==> config.mk <==
export PLATFORM = sky130hd
export DESIGN_NAME = letter_input_validator
export DESIGN_NICKNAME = d
export VERILOG_FILES = /design/src/rtl/letter_input_validator.sv
export SDC_FILE = /design/constraint.sdc
export NUM_CORES = 1
export LEC_CHECK = 0
export BUFFER_PORTS_ARGS = -buffer_cell sky130_fd_sc_hd__buf_2
export CORE_MARGIN = 10
export CORE_UTILIZATION = 55
export CTS_CLUSTER_SIZE = 28
export DETAILED_ROUTE_END_ITERATION = 8
export GPL_TIMING_DRIVEN = 1
export PLACE_DENSITY = 0.75
export SYNTH_ARGS = -nofsm -noshare
export SYNTH_HDL_FRONTEND = slang
export SYNTH_SLANG_ARGS = --single-unit
==> constraint.sdc <==
create_clock -name CLK -period 2.1 [get_ports CLK]
set_input_delay 0.105 -clock CLK [delete_from_list [all_inputs] [get_ports CLK]]
set_output_delay 0.105 -clock CLK [all_outputs]
set_load 0.005 [all_outputs]
==> src/rtl/letter_input_validator.sv <==
// rtl/letter_input_validator.sv - debounced letter-entry front end
// Synchronises the enter button and issues one range-checked load strobe per press.
module letter_input_validator #(
  parameter int DEBOUNCE_CYCLES = 500000
) (
  input  logic       CLK,
  input  logic       RST_N,
  input  logic [4:0] SW,
  input  logic       BTN,
  output logic [4:0] LET,
  output logic       LD,
  output logic       ERR,
  output logic       BUSY
);

  localparam int CNT_W = $clog2(DEBOUNCE_CYCLES) + 1;
  localparam logic [CNT_W-1:0] CNT_MAX = CNT_W'(DEBOUNCE_CYCLES - 1);
  localparam logic [4:0] LAST_LETTER = 5'd25;

  typedef enum logic [1:0] {
    IDLE        = 2'd0,
    DEB_PRESS   = 2'd1,
    HELD        = 2'd2,
    DEB_RELEASE = 2'd3
  } state_e;

  state_e           state_q, state_d;
  logic [CNT_W-1:0] cnt_q, cnt_d;
  logic             s1_q, btn_s_q;
  logic [4:0]       let_q, let_d;
  logic             ld_q, ld_d;
  logic             err_q, err_d;
  logic             fire;

  always_ff @(posedge CLK) begin
    if (!RST_N) begin
      s1_q    <= 1'b0;
      btn_s_q <= 1'b0;
      state_q <= IDLE;
      cnt_q   <= '0;
      let_q   <= '0;
      ld_q    <= 1'b0;
      err_q   <= 1'b0;
    end else begin
      s1_q    <= BTN;
      btn_s_q <= s1_q;
      state_q <= state_d;
      cnt_q   <= cnt_d;
      let_q   <= let_d;
      ld_q    <= ld_d;
      err_q   <= err_d;
    end
  end

  // The counter holds how many consecutive stable samples have been seen in a debounce state.
  always_comb begin
    state_d = state_q;
    cnt_d   = cnt_q;
    fire    = 1'b0;
    case (state_q)
      IDLE: begin
        if (btn_s_q) begin
          state_d = DEB_PRESS;
          cnt_d   = CNT_W'(1);
        end
      end
      DEB_PRESS: begin
        if (!btn_s_q) begin
          state_d = IDLE;
          cnt_d   = '0;
        end else if (cnt_q == CNT_MAX) begin
          fire    = 1'b1;
          state_d = HELD;
          cnt_d   = '0;
        end else begin
          cnt_d = cnt_q + CNT_W'(1);
        end
      end
      HELD: begin
        if (!btn_s_q) begin
          state_d = DEB_RELEASE;
          cnt_d   = CNT_W'(1);
        end
      end
      DEB_RELEASE: begin
        if (btn_s_q) begin
          state_d = HELD;
          cnt_d   = '0;
        end else if (cnt_q == CNT_MAX) begin
          state_d = IDLE;
          cnt_d   = '0;
        end else begin
          cnt_d = cnt_q + CNT_W'(1);
        end
      end
      default: begin
        state_d = IDLE;
        cnt_d   = '0;
      end
    endcase
  end

  always_comb begin
    let_d = let_q;
    ld_d  = 1'b0;
    err_d = err_q;
    if (fire) begin
      if (SW <= LAST_LETTER) begin
        let_d = SW;
        ld_d  = 1'b1;
        err_d = 1'b0;
      end else begin
        err_d = 1'b1;
      end
    end
  end

  assign BUSY = (state_q != IDLE);
  assign LET  = let_q;
  assign LD   = ld_q;
  assign ERR  = err_q;

endmodule

==> metrics.md <==
| Metric | Value |
|---|---|
| Max Fclk | `0.5011 GHz` |
| Most common cell after layout, fill and taps aside | `dfxtp_1` |
| Register bit count reported by yosys | `31` |
| Clk slew on worst S/H paths | `about 100 ps` |
| Initial antenna violation count | `0` |
| Pre-antenna DRT Iters | `6` |
| Synth top area share | `38.04%` |
| Ant diodes | `0` |
| Min Tclk post-route | `approximately 2000 ps` |
| Worst slew margin | `71.01%` |
| Post-Route WL | `between 3000 and 4000 um` |
| Finished Layout Cells | `247` |
| Io pins | `16` |
| HP Class | `input pin to flop` |
| Clk_lat worst skew | `approximately 330 ps` |
| Mapped cell area | `1632 um2` |
| DP Cell Count | `237` |
| Core area | `approximately 2800 um2` |
| Register area | `between 600 and 700 um2` |
| Sum of negative setup slack | `0 ps` |
| Dpl hpwl | `2890 um` |
| Final Max Tran Viols | `0` |
| Clock Tree Root | `clkbuf_4` |
| Cell row count | `19` |
| Area delta synth->final | `15.34%` |
| Synth area leader | `dfxtp_1` |
| DRC Markers | `0` |
| DR vias/cell | `roughly 6` |
| # setup viols final | `0` |
| Final period utilization | `95.03%` |
| Synth unique cells | `48` |
| Iteration-0 DRC Markers | `166` |
| Min setup slack post-route | `104.4 ps` |
| Synth Flop Type | `dfxtp_1` |
| Share of layout cells above drive strength 1 | `25.46%` |
| Number of synthesized flops with an enable pin | `0` |
| Vias in the first global route | `roughly 1400` |
| Crit. End Element | `flop` |
| Tot GR Track Use | `between 10% and 20%` |
| Initial Utilization | `58.16%` |
| Lkg Pwr | `0.7018 nW` |
| Startpoint types | `flop` |
| Synth Net Count | `194` |
| DIE AREA | `5545 um2` |
| Worst slew pin tran | `428.8 ps` |
| Number of fill cells | `239` |
| RSZ-0062 raised after global routing | `false` |
| Final ANT Viol Nets | `0` |
| Area of the multi-input gates | `922.1 um2` |
| Tot Pwr | `~1.0 mW` |
| Worst vdd ir | `0.4735 mV` |
| Final nets | `224` |
| Fin Clk Skew | `8.490 ps` |
| Die width | `74.47 um` |
| Req. time, crit path | `2320 ps` |
| Seq/Total Area, Yosys | `a little under two fifths` |
| Mapped Cells | `185` |
| Final RePlAce weighted congestion | `1.014` |
| First-pass GRT wire length | `6279 um` |
| Status | `finished, final reports clean` |
| H-tree levels | `2` |
| Mean post-synth cell area | `8.819 um2` |
| CP Class | `flop to flop` |
| Max Cap Viol | `0` |
| Yosys warning count | `0` |
| Die height | `74.47 um` |
| Placement Setup Slack | `-19.08 ps` |
| Async S/R FF share, synth | `0%` |
| Worst-path fanout max | `6` |
| Most frequent cells in the layout | `dfxtp_1, nand3_1, buf_4` |
| Synth area leaders | `dfxtp_1, nand3_1, a21oi_1` |
| Critical Path AT | `2220 ps` |
| Clk buf depth | `2` |
| CTS tree | `built` |
| Largest net degree at the start of global routing | `17` |
| Total grt overflow | `0` |
| Vias | `1497` |
| CTS Sinks | `31` |
| IO Port Bufs | `15` |
| Total CTS buffers | `5` |
| Final hold vios | `0` |
| Average wire per standard cell | `approximately 16 um` |
| Pwr/cell area | `around 550 nW/um2` |
routing by layer:
metal  up-vias  global-route usage (%)  part of all wire [%]
met1       694                   16.77                    43
met2        63                   24.11                    48
li1        738                       -                     -
met3         2                   4.787                   8.0
met5         -                       0                     0
met4         0                   6.092                  0.73
sequential cells by signal (all words and copies together), names as in the netlist, named ones only:
register  count
state_q       1
ERR           1
LET           5
cnt_q        20
btn_s_q       1
LD            1
s1_q          1
Yosys cell counts, types with 2 or more instances:
cell type,count
a21oi_1,14
a22o_1,2
a31oi_1,5
and2_1,3
buf_2,2
buf_6,3
dfxtp_1,31
inv_1,6
mux2i_1,7
nand2_1,12
nand2b_1,2
nand3_1,19
nand3b_1,2
nand4_1,5
nor2_1,10
nor2b_1,6
nor3_1,4
nor3b_1,2
nor4_4,3
nor4b_1,2
o211a_1,2
o21ai_0,8
o21ai_2,2
or3_1,9
per-stage QoR:
stage | utilization [%] | cell area [um2] | hold WS (ps)
2_1_floorplan | - | 1632 | 232.3
3_3_place_gp | 63.60 | 1784 | 314.7
3_5_place_dp | 63.60 | 1784 | 331.9
4_1_cts | 66.59 | 1868 | 31.66
5_1_grt | 67.08 | 1882 | 35.01
6_report | 67.08 | 1882 | 38.66
worst max-delay path, cell delays in order (launching register included):
cell and delay, ps:
dfxtp_1 480, nand3_1 140, or4_1 620, or3_1 390, o21ai_0 170, a31oi_1 100
logic make-up (layout without fill, tap and decap cells):
| kind of cell | count (synthesis) | after routing | share of synthesized area, % |
|---|---|---|---|
| and+or+nand+nor | 91 | 91 | 35.12 |
| AOI/OAI and AO/OA | 39 | 39 | 15.34 |
| muxes | 7 | 7 | 4.295 |
| DFF | 31 | 31 | 38.04 |
| adders and majority gates | 1 | 1 | 0.7667 |
| xor gates and xnor gates | 1 | 1 | 0.5369 |
| buffers and inverters | 15 | 46 | 5.904 |
final timing paths:
check	start	end	slack, ps	cells after the start
worst min register to register	s1_q$_SDFF_PN0_	btn_s_q$_SDFF_PN0_	450	1
worst min-delay path	SW[0]	LET[0]$_SDFFE_PN0P_	40	3
worst max-delay path	cnt_q[8]$_SDFFE_PN0P_	cnt_q[19]$_SDFFE_PN0P_	100	5
worst max register to register	cnt_q[8]$_SDFFE_PN0P_	cnt_q[19]$_SDFFE_PN0P_	100	5
power breakdown:
group          internal (mW)  total (mW)  switching (mW)
logic                 0.0205      0.0445          0.0240
clock network          0.196       0.405           0.210
registers              0.591       0.594         0.00303
area by class of cell:
| cell class | count | area share (%) |
|---|---|---|
| Sequential cell | 31 | 32.98 |
| Clock inverter | 1 | 0.3989 |
| Inverter | 6 | 1.197 |
| Clock buffer | 7 | 3.457 |
| Timing Repair Buffer | 32 | 10.90 |
| Tap cell | 31 | 2.061 |
| Multi-Input combinational cell | 139 | 49.00 |
what timing repair did:
item                                    4_1_cts  5_1_grt
hold buffers                                  1        0
setup buffers                                 0        1
endpoints found under the hold margin         1        0
resized for setup                             1        1
pin swaps                                     0        1
endpoints found under the setup margin        2        3
No activity file was read; power rests on OpenSTA's default activity.
